### config.mk
export PLATFORM = sky130hd
export DESIGN_NAME = alu_result_commit_flat
export DESIGN_NICKNAME = d
export VERILOG_FILES = /design/src/rtl/arm_cond_pkg.sv /design/src/rtl/alu_result_commit_if.sv /design/src/rtl/arm_cond_check.sv /design/src/rtl/alu_result_commit.sv /design/src/flat_wrapper.sv
export SDC_FILE = /design/constraint.sdc
export NUM_CORES = 1
export LEC_CHECK = 0
export CAP_MARGIN = 25
export CORE_MARGIN = 2
export CORE_UTILIZATION = 25
export CTS_CLUSTER_DIAMETER = 60
export DETAILED_ROUTE_END_ITERATION = 10
export PLACE_DENSITY = 0.46
export SLEW_MARGIN = 20
export SYNTH_ARGS = -nofsm -noshare
export SYNTH_HDL_FRONTEND = slang
export SYNTH_SLANG_ARGS = --single-unit
### constraint.sdc
create_clock -name clk -period 2.75 [get_ports clk]
set_clock_uncertainty 0.1 [all_clocks]
set_input_delay 0.55 -clock clk [delete_from_list [all_inputs] [get_ports clk]]
set_output_delay 0.55 -clock clk [all_outputs]
set_load 0.005 [all_outputs]
### src/rtl/arm_cond_pkg.sv
// ARM condition-code constants, NZCV bit positions and the writeback entry type
// shared by the commit stage and the condition checker.
package arm_cond_pkg;

    localparam logic [3:0] COND_EQ = 4'b0000;
    localparam logic [3:0] COND_NE = 4'b0001;
    localparam logic [3:0] COND_CS = 4'b0010;
    localparam logic [3:0] COND_CC = 4'b0011;
    localparam logic [3:0] COND_MI = 4'b0100;
    localparam logic [3:0] COND_PL = 4'b0101;
    localparam logic [3:0] COND_VS = 4'b0110;
    localparam logic [3:0] COND_VC = 4'b0111;
    localparam logic [3:0] COND_HI = 4'b1000;
    localparam logic [3:0] COND_LS = 4'b1001;
    localparam logic [3:0] COND_GE = 4'b1010;
    localparam logic [3:0] COND_LT = 4'b1011;
    localparam logic [3:0] COND_GT = 4'b1100;
    localparam logic [3:0] COND_LE = 4'b1101;
    localparam logic [3:0] COND_AL = 4'b1110;
    localparam logic [3:0] COND_NV = 4'b1111;

    localparam int NZCV_N = 3;
    localparam int NZCV_Z = 2;
    localparam int NZCV_C = 1;
    localparam int NZCV_V = 0;

    typedef logic [3:0] nzcv_t;

    typedef struct packed {
        logic [31:0] dat;
        logic [3:0]  rd;
    } wb_entry_t;

endpackage

### src/rtl/alu_result_commit_if.sv
// ALU-result and register-file writeback handshake bundle.
// slave = commit block, master = ALU / register-file side.
interface alu_result_commit_if;
    logic        in_valid;
    logic        in_ready;
    logic [31:0] in_result;
    logic        in_negative;
    logic        in_zero;
    logic        in_carry;
    logic        in_overflow;
    logic [3:0]  in_cond;
    logic        in_set_flags;
    logic        in_write_rd;
    logic [3:0]  in_rd;
    logic        wb_valid;
    logic        wb_ready;
    logic [31:0] wb_data;
    logic [3:0]  wb_rd;

    modport slave (
        input  in_valid, in_result, in_negative, in_zero, in_carry, in_overflow,
               in_cond, in_set_flags, in_write_rd, in_rd, wb_ready,
        output in_ready, wb_valid, wb_data, wb_rd
    );

    modport master (
        output in_valid, in_result, in_negative, in_zero, in_carry, in_overflow,
               in_cond, in_set_flags, in_write_rd, in_rd, wb_ready,
        input  in_ready, wb_valid, wb_data, wb_rd
    );
endinterface

### src/rtl/arm_cond_check.sv
// Combinational ARM condition evaluator: (cond, nzcv) -> pass. Zero latency, no handshake.
// Odd codes are the negation of the even code below them; AL/NV are the exception.
module arm_cond_check
    import arm_cond_pkg::*;
(
    input  logic [3:0] cond_i,
    input  nzcv_t      nzcv_i,
    output logic       pass_o
);
    logic n, z, c, v;
    logic base;

    assign n = nzcv_i[NZCV_N];
    assign z = nzcv_i[NZCV_Z];
    assign c = nzcv_i[NZCV_C];
    assign v = nzcv_i[NZCV_V];

    always_comb begin
        base = 1'b1;
        unique case (cond_i[3:1])
            3'd0: base = z;
            3'd1: base = c;
            3'd2: base = n;
            3'd3: base = v;
            3'd4: base = c & ~z;
            3'd5: base = (n == v);
            3'd6: base = ~z & (n == v);
            default: base = 1'b1;
        endcase
        pass_o = (cond_i[3:1] == 3'd7) ? ~cond_i[0] : (base ^ cond_i[0]);
    end
endmodule

### src/rtl/alu_result_commit.sv
// ALU result commit: NZCV register, condition check, 2-entry writeback FIFO; flags/writeback 1 cycle after accept.
// Backpressure: in_ready = FIFO not full (registered count only); holds while wb_ready low. ALU_COMMIT_PERF_EN adds perf counters.
module alu_result_commit
    import arm_cond_pkg::*;
#(
    parameter int WB_DEPTH = 2
)(
    input  logic                  clk,
    input  logic                  rst,
    alu_result_commit_if.slave    bus,
    input  logic                  flags_ld,
    input  logic [3:0]            flags_ld_nzcv,
    output nzcv_t                 flags_nzcv,
    output logic                  cond_fail
`ifdef ALU_COMMIT_PERF_EN
    ,
    output logic [15:0]           perf_retired,
    output logic [15:0]           perf_cond_fail
`endif
);
    nzcv_t     flags_q, flags_d;
    logic      cond_fail_q, cond_fail_d;
    wb_entry_t mem_q [2];
    wb_entry_t mem_d [2];
    logic      wr_ptr_q, wr_ptr_d;
    logic      rd_ptr_q, rd_ptr_d;
    logic [1:0] count_q, count_d;

    logic pass, acc, push, pop;

    arm_cond_check u_cond (
        .cond_i (bus.in_cond),
        .nzcv_i (flags_q),
        .pass_o (pass)
    );

    assign bus.in_ready = (count_q != 2'(WB_DEPTH));
    assign bus.wb_valid = (count_q != 2'd0);
    assign bus.wb_data  = mem_q[rd_ptr_q].dat;
    assign bus.wb_rd    = mem_q[rd_ptr_q].rd;
    assign flags_nzcv   = flags_q;
    assign cond_fail    = cond_fail_q;

    assign acc  = bus.in_valid & bus.in_ready;
    assign push = acc & pass & bus.in_write_rd;
    assign pop  = bus.wb_valid & bus.wb_ready;

    always_comb begin
        flags_d     = flags_q;
        cond_fail_d = acc & ~pass;
        mem_d       = mem_q;
        wr_ptr_d    = wr_ptr_q;
        rd_ptr_d    = rd_ptr_q;
        count_d     = count_q;

        // MSR load wins over a same-cycle S-bit update
        if (flags_ld) begin
            flags_d = flags_ld_nzcv;
        end else if (acc && pass && bus.in_set_flags) begin
            flags_d = {bus.in_negative, bus.in_zero, bus.in_carry, bus.in_overflow};
        end

        if (push) begin
            mem_d[wr_ptr_q] = '{dat: bus.in_result, rd: bus.in_rd};
            wr_ptr_d        = ~wr_ptr_q;
        end
        if (pop) begin
            rd_ptr_d = ~rd_ptr_q;
        end
        if (push && !pop) begin
            count_d = count_q + 2'd1;
        end else if (pop && !push) begin
            count_d = count_q - 2'd1;
        end
    end

    always_ff @(posedge clk or posedge rst) begin
        if (rst) begin
            flags_q     <= '0;
            cond_fail_q <= 1'b0;
            mem_q[0]    <= '0;
            mem_q[1]    <= '0;
            wr_ptr_q    <= 1'b0;
            rd_ptr_q    <= 1'b0;
            count_q     <= '0;
        end else begin
            flags_q     <= flags_d;
            cond_fail_q <= cond_fail_d;
            mem_q       <= mem_d;
            wr_ptr_q    <= wr_ptr_d;
            rd_ptr_q    <= rd_ptr_d;
            count_q     <= count_d;
        end
    end

`ifdef ALU_COMMIT_PERF_EN
    logic [15:0] perf_ret_q, perf_ret_d;
    logic [15:0] perf_fail_q, perf_fail_d;

    always_comb begin
        perf_ret_d  = perf_ret_q;
        perf_fail_d = perf_fail_q;
        if (acc && pass && perf_ret_q != 16'hFFFF) begin
            perf_ret_d = perf_ret_q + 16'd1;
        end
        if (acc && !pass && perf_fail_q != 16'hFFFF) begin
            perf_fail_d = perf_fail_q + 16'd1;
        end
    end

    always_ff @(posedge clk or posedge rst) begin
        if (rst) begin
            perf_ret_q  <= '0;
            perf_fail_q <= '0;
        end else begin
            perf_ret_q  <= perf_ret_d;
            perf_fail_q <= perf_fail_d;
        end
    end

    assign perf_retired   = perf_ret_q;
    assign perf_cond_fail = perf_fail_q;
`endif

endmodule

### src/flat_wrapper.sv
// flat-port wrapper written by rule: the top's interface ports become plain ports
module alu_result_commit_flat import arm_cond_pkg::*;
#(
    parameter int WB_DEPTH = 2
)
  (clk, rst, flags_ld, flags_ld_nzcv, flags_nzcv, cond_fail, bus_in_valid, bus_in_result, bus_in_negative, bus_in_zero, bus_in_carry, bus_in_overflow, bus_in_cond, bus_in_set_flags, bus_in_write_rd, bus_in_rd, bus_wb_ready, bus_in_ready, bus_wb_valid, bus_wb_data, bus_wb_rd);
  alu_result_commit_if bus_i ();
  input  logic clk;
  input  logic rst;
  input  logic flags_ld;
  input  logic [3:0] flags_ld_nzcv;
  output nzcv_t flags_nzcv;
  output logic cond_fail;
  input wire logic [$bits(bus_i.in_valid)-1:0] bus_in_valid;
  input wire logic [$bits(bus_i.in_result)-1:0] bus_in_result;
  input wire logic [$bits(bus_i.in_negative)-1:0] bus_in_negative;
  input wire logic [$bits(bus_i.in_zero)-1:0] bus_in_zero;
  input wire logic [$bits(bus_i.in_carry)-1:0] bus_in_carry;
  input wire logic [$bits(bus_i.in_overflow)-1:0] bus_in_overflow;
  input wire logic [$bits(bus_i.in_cond)-1:0] bus_in_cond;
  input wire logic [$bits(bus_i.in_set_flags)-1:0] bus_in_set_flags;
  input wire logic [$bits(bus_i.in_write_rd)-1:0] bus_in_write_rd;
  input wire logic [$bits(bus_i.in_rd)-1:0] bus_in_rd;
  input wire logic [$bits(bus_i.wb_ready)-1:0] bus_wb_ready;
  output wire logic [$bits(bus_i.in_ready)-1:0] bus_in_ready;
  output wire logic [$bits(bus_i.wb_valid)-1:0] bus_wb_valid;
  output wire logic [$bits(bus_i.wb_data)-1:0] bus_wb_data;
  output wire logic [$bits(bus_i.wb_rd)-1:0] bus_wb_rd;
  assign bus_i.in_valid = bus_in_valid;
  assign bus_i.in_result = bus_in_result;
  assign bus_i.in_negative = bus_in_negative;
  assign bus_i.in_zero = bus_in_zero;
  assign bus_i.in_carry = bus_in_carry;
  assign bus_i.in_overflow = bus_in_overflow;
  assign bus_i.in_cond = bus_in_cond;
  assign bus_i.in_set_flags = bus_in_set_flags;
  assign bus_i.in_write_rd = bus_in_write_rd;
  assign bus_i.in_rd = bus_in_rd;
  assign bus_i.wb_ready = bus_wb_ready;
  assign bus_in_ready = bus_i.in_ready;
  assign bus_wb_valid = bus_i.wb_valid;
  assign bus_wb_data = bus_i.wb_data;
  assign bus_wb_rd = bus_i.wb_rd;
  alu_result_commit #(.WB_DEPTH(WB_DEPTH)) u_core (.clk(clk), .rst(rst), .bus(bus_i), .flags_ld(flags_ld), .flags_ld_nzcv(flags_ld_nzcv), .flags_nzcv(flags_nzcv), .cond_fail(cond_fail));
endmodule
# Word level (Yosys, flattened, before mapping)
# Cells that the tools add are included.
# word_totals
ff_bits	81
input_bits	55
output_inout_bits	43
# classes
addsub	2
magnitude_cmp	3
n_eq_ne	9
mux	12
bitwise_logic	15
reduce_logical	11
# op_table
cell	count
$mux W36	4
$bwmux W72	1
$demux W36 S1	1
$eq A3 B3 Y1 const B	4
$mux W4	2
$and A1 B1 Y1	7
$pmux W1 S7	1
$eq A3 B2 Y1 const B	2
$reduce_bool A2 Y1	3
$logic_and A1 B1 Y1	5
$not A1 Y1	5
$ge A2 B2 Y1 const B	2
$mux W2	2
$not A1 Y2	2
$eq A3 B1 Y1 const B	1
$logic_not A3 Y1	1
$add A2 B1 Y2 const B	1
$logic_not A1 Y1	2
$lt A2 B1 Y1 const B	1
$ne A2 B2 Y1 const B	1
$sub A2 B1 Y2 const B	1
$eq A1 B1 Y1	1
$mux W1	1
$xor A1 B1 Y1	1

# Longest topological paths before layout
# logic_depth
ltp_word	11
depth_mapped	9
ltp_nobuf	9

# Hierarchy
# From an unflattened synthesis, not the netlist that was laid out.
# hier_totals
cells_unflattened	249
area_unflattened_um2	3678.5
# modules_own_cells
mod	n_inst	cells_per_inst	area_each_um2	seq_area_each_um2
alu_result_commit	1	237	3583.4	2026.9
arm_cond_check	1	12	95.1	0.0

# Worst setup path after synthesis
# Ideal clock, no wire load.
# synth_timing
path_kind	input -> register
startpoint	input bus_in_cond[1]
endpoint	register u_core.mem_q[0] in the netlist's numbering
setup_ns	0.125
arrival_ns	2.269
setup_slack_ns	0.256
cell_stages	8
n_path_buf	2
path_cell_list	o21bai_1 a211o_1 a22oi_2 xnor2_1 or3b_1 buf_2 buf_6 mux2_4
# synth_between
elab_chain_cells	6
word_cells_on_any_way	13
cone_classes	eq/ne (7); mux (2); bitwise (3); reduce/logical (1)
# synth_lines
item	line_no	text
start: declaration	flat_wrapper.sv:20	input wire logic [$bits(bus_i.in_cond)-1:0] bus_in_cond;
$eq A3 B3 Y1 (tied with other cells)	arm_cond_check.sv:20	unique case (cond_i[3:1])
$pmux W1 S7	arm_cond_check.sv:20	
$xor A1 B1 Y1	arm_cond_check.sv:30	pass_o = (cond_i[3:1] == 3'd7) ? ~cond_i[0] : (base ^ cond_i[0]);
$mux W1 (*)	arm_cond_check.sv:30	
$and A1 B1 Y1 (*) (2 in a row)	alu_result_commit.sv:45	assign push = acc & pass & bus.in_write_rd;
end signal: assignment	alu_result_commit.sv:89	mem_q <= mem_d;
end: declaration	alu_result_commit.sv:23	wb_entry_t mem_q [2];
# Mark *: on every way between the ends. The rest lies on a longest branch, timed or not.
# A chain may end at the register's enable or synchronous reset.

# Worst setup path in the final report
# layout_timing
startpoint	register u_core.rd_ptr_q
endpoint	output bus_wb_data[2]
# layout_between
elab_chain_cells	4
# layout_lines
item	line_no	text
start: declaration	alu_result_commit.sv:26	logic rd_ptr_q, rd_ptr_d;
start signal: assignment	alu_result_commit.sv:91	rd_ptr_q <= rd_ptr_d;
$not A1 Y2 (not written as such)	alu_result_commit.sv:39	assign bus.wb_data = mem_q[rd_ptr_q].dat;
$mux W36 (not written as such)	alu_result_commit.sv:39	
$mux W36 (2 in a row)	--	
end: declaration	flat_wrapper.sv:27	output wire logic [$bits(bus_i.wb_data)-1:0] bus_wb_data;
# Every way passes these cells. The select of a mux whose other input is x is not followed.

==> results.txt <==
In this run the tool buffered the top-level ports with 97 buffer cells. The total I/O pin count came out at 98. The tree built by TritonCTS fans out to 81 sinks. The horizontal die dimension is 127 um, and the maximum number of pins on one net before global-route repair is 35. STA classifies the critical path startpoint as a register. The fraction of synthesis flops using an asynchronous set or reset pin was 100%. The first global-routing pass estimated 13,400 um of wire. Yosys mapped a number of flops with a built-in enable equal to 0. The longest clock path from root to sink contains 2 buffers. The flow ran to the end, and the final reports show no timing, DRC or antenna violations.

The minimum clock period after layout came out at 2.60 ns. The cell type with the highest aggregate area in the netlist was sky130_fd_sc_hd__dfrtp_1. For the footprint of the flip-flops and latches, the log shows 0.00203 mm2. The total overflow left after global routing is 0. Derived from the worst setup path, the maximum achievable clock frequency is 385 MHz. In the post-route analysis, the smallest setup slack over all paths is 0.152 ns. Wires add up to 8390 um. Setup repair after global routing left no endpoint under its margin. The total power density per cell area works out to 1090 mW/mm2. The initial cell density of the core was 25.7%; the combined area of the multi-input logic cells was 0.00166 mm2. The tools report the number of warnings issued by yosys as 0.

Layout net count: 407. In the final layout, the share of cells above drive strength 1 is 40.8%. The cell leakage power was 0.00234 uW; the flop-to-flop setup slack was 0.33 ns.

The H-tree generated during clock tree synthesis spans 3 levels. The average cell area after synthesis was 15.5 um2. The final number of hold-violating endpoints came out at 0. The overall routing resource usage was 10.9%; the number of buffers created by CTS was 9. The synthesized netlist contains 32 unique library cells. The most common cell in the synthesized netlist is sky130_fd_sc_hd__mux2_2.

The area growth from synthesis to layout is 42.8%. The root buffer cell chosen for the clock tree is sky130_fd_sc_hd__clkbuf_16. Counting cells, the worst reg-to-reg path comes to 7. Across the VDD grid, the largest voltage drop is 0.000452 V. For this design, the CTS-stage hold fixing added 0 buffers.

The insertion delay to the later sink of the worst-skew pair is 0.34 ns, and the final max-slew violation count is 0. Setup violations remaining at the end of the flow were counted as 0. The predominant post-synthesis flop cell is sky130_fd_sc_hd__dfrtp_1.

Using the TritonRoute via totals, the vias-per-cell ratio works out to 4.30. Sorting the synthesized cells by area gives the leading types as sky130_fd_sc_hd__dfrtp_1 54%, sky130_fd_sc_hd__mux2_2 25%, sky130_fd_sc_hd__mux2_4 12%, sky130_fd_sc_hd__buf_6 0.90%, sky130_fd_sc_hd__xnor2_1 0.70%. The tools report the data arrival time at the worst-slack endpoint as 1.95 ns.

The core region area is 0.0146 mm2, and the post-synthesis register bit count is 81. Timing analysis after detailed placement gives a worst setup slack of -0.394 ns. By startpoint and endpoint, the worst setup path is classified as reg -> out. Share of the clock period used by the worst path after layout: 94.5%. The number of iterations in the first detailed-routing pass is 4, and the mapped cell area is 0.00377 mm2. The worst setup path is captured at a primary output.

The cell count after synthesis came out at 243. The startpoint identified for the worst hold timing path is u_core.mem_q[59]. Counting tap cells, the placed design contains a total of 524 instances.

The die outline height is 127 um. The detailed router finished its first iteration with 70 violations. The tools report the HPWL after detailed placement as 5540 um.

The area share of the largest cell type after synthesis came out at 53.8%. Tracing the worst setup path back leads to its startpoint at u_core.rd_ptr_q. Of the synthesized area, sequential elements account for 53.8%.

The tool flagged a number of max-cap violations equal to 0. After clock tree synthesis, the clock-pin slew on the worst setup and hold paths is 0.06 ns. Final instance count without filler cells: 539. The average routed wire per standard cell works out to 15.6 um.

TritonCTS built the clock tree. The run gives 299 as the net count of the mapped netlist. The tightest min-delay check is of the reg -> reg type. After detailed routing, the number of remaining DRC violations is 0. Measured against its own limit, the worst slew margin works out to 56.3%. The final-layout fill cell count came out at 1,413. Row generation in the floorplan step produced 44 rows. Endpoint of the most critical setup path: bus_wb_data[2]. The commonest cells after synthesis are 84 x sky130_fd_sc_hd__mux2_2, 81 x sky130_fd_sc_hd__dfrtp_1, 30 x sky130_fd_sc_hd__mux2_4. The number of global-route vias before repair is 2,522. Minimum hold slack: 0.390 ns.

The number of vias in the routed layout came out at 2,320. At the end of routability-driven placement, the weighted congestion stood at 0.680. Total power for the finished layout comes to 5890 uW. Worst reg2reg path startpoint: u_core.flags_nzcv[2]. 0 antenna diodes ended up in the layout.

The detail route stage leaves a number of antenna-violating nets equal to 0. The data required time at the worst endpoint is 2.10 ns, and the maximum fanout count along the critical path is 14. The die covers 0.0161 mm2.

The initial antenna violation count came out at 0. The actual slew at the worst max-slew pin came out at 0.655 ns. The reg-to-reg endpoint is u_core.mem_q[9]. At the end of the flow the core is filled with cells to 36.8%.
-- worst min-delay path by stage --
stage / to / slack (ns) / cells after the start
after global placement: u_core.mem_q[59] / 0.37 / 1
after global routing: u_core.mem_q[70] / 0.41 / 1
after floorplan: u_core.mem_q[59] / 0.35 / 1
after detailed placement: u_core.count_q[1] / 0.38 / 1
final: u_core.mem_q[59] / 0.39 / 1
after CTS: u_core.count_q[1] / 0.40 / 1
-- layout make-up --
cell class                      count  share of cell area [%]
Inverter                            2                   0.163
Clock inverter                      2                   0.697
Tap cell                          184                    4.28
Sequential cell                    81                    37.7
Timing Repair Buffer              108                    21.2
Clock buffer                       13                    5.02
Multi-Input combinational cell    149                    30.9
-- cells in the final DEF, fill, tap and decap left out, types with 2 or more instances in the layout --
cell type                         instances
sky130_fd_sc_hd__mux2_4                  30
sky130_fd_sc_hd__mux2_2                  84
sky130_fd_sc_hd__nor2_1                   3
sky130_fd_sc_hd__dlygate4sd2_1            2
sky130_fd_sc_hd__buf_12                   7
sky130_fd_sc_hd__clkdlybuf4s50_1         94
sky130_fd_sc_hd__xor2_1                   3
sky130_fd_sc_hd__and2_1                   2
sky130_fd_sc_hd__clkbuf_8                 3
sky130_fd_sc_hd__nand2b_1                 3
sky130_fd_sc_hd__dfrtp_1                 80
sky130_fd_sc_hd__xnor2_1                  3
sky130_fd_sc_hd__clkbuf_16                9
sky130_fd_sc_hd__mux2_1                   2
sky130_fd_sc_hd__buf_4                    4
sky130_fd_sc_hd__nand2_1                  2
-- metrics by stage --
step                cell area (um2)  TNS [ns]
detailed placement             5070    -24.54
global placement               5070    -23.49
finish                         5380         0
CTS                            5380         0
floorplan                      3770         0
global route                   5380         0
-- cell families after synthesis --
| family | synth area share [%] |
|---|---|
| AND/OR/NAND/NOR | 2.79 |
| buffers and inverters | 2.22 |
| multiplexers | 37.9 |
| XOR/XNOR | 1.39 |
| flip-flops | 53.8 |
| AO/OA/AOI/OAI | 1.56 |
| adder cells (fa/ha/maj) | 0.332 |
-- layer usage --
layer | routed length [um] | track usage, % | vias to the layer above
li1 | - | - | 1099
met1 | 3880 | 13.7 | 1151
met2 | 3950 | 17.3 | 59
met3 | 415 | 3.63 | 11
met4 | 147 | 4.27 | 0
met5 | 0 | 0 | -
-- worst max-delay path, stage by stage, from the launching register on --
cell and delay (ns):
sky130_fd_sc_hd__dfrtp_4 0.57, sky130_fd_sc_hd__buf_4 0.23, sky130_fd_sc_hd__mux2_2 0.36, sky130_fd_sc_hd__clkdlybuf4s50_1 0.45
-- timing repair --
action                                  4_1_cts  5_1_grt
buffers inserted                              0        0
endpoints found under the setup margin       35       44
pin swaps                                     0        0
resized for setup                             2        2
-- state kept, by name, indices dropped and copies added, names as in the netlist --
| signal | count |
|---|---|
| u_core.flags_nzcv | 4 |
| u_core.rd_ptr_q | 1 |
| u_core.wr_ptr_q | 1 |
| u_core.mem_q | 72 |
| u_core.cond_fail | 1 |
| u_core.count_q | 2 |
-- power breakdown --
part | total [uW] | internal [uW] | switching (uW)
sequential | 2110 | 1770 | 336
combinational | 2550 | 1820 | 727
clock | 1240 | 773 | 467
total | 5890 | 4360 | 1530
(Power assumes the default switching activity.)
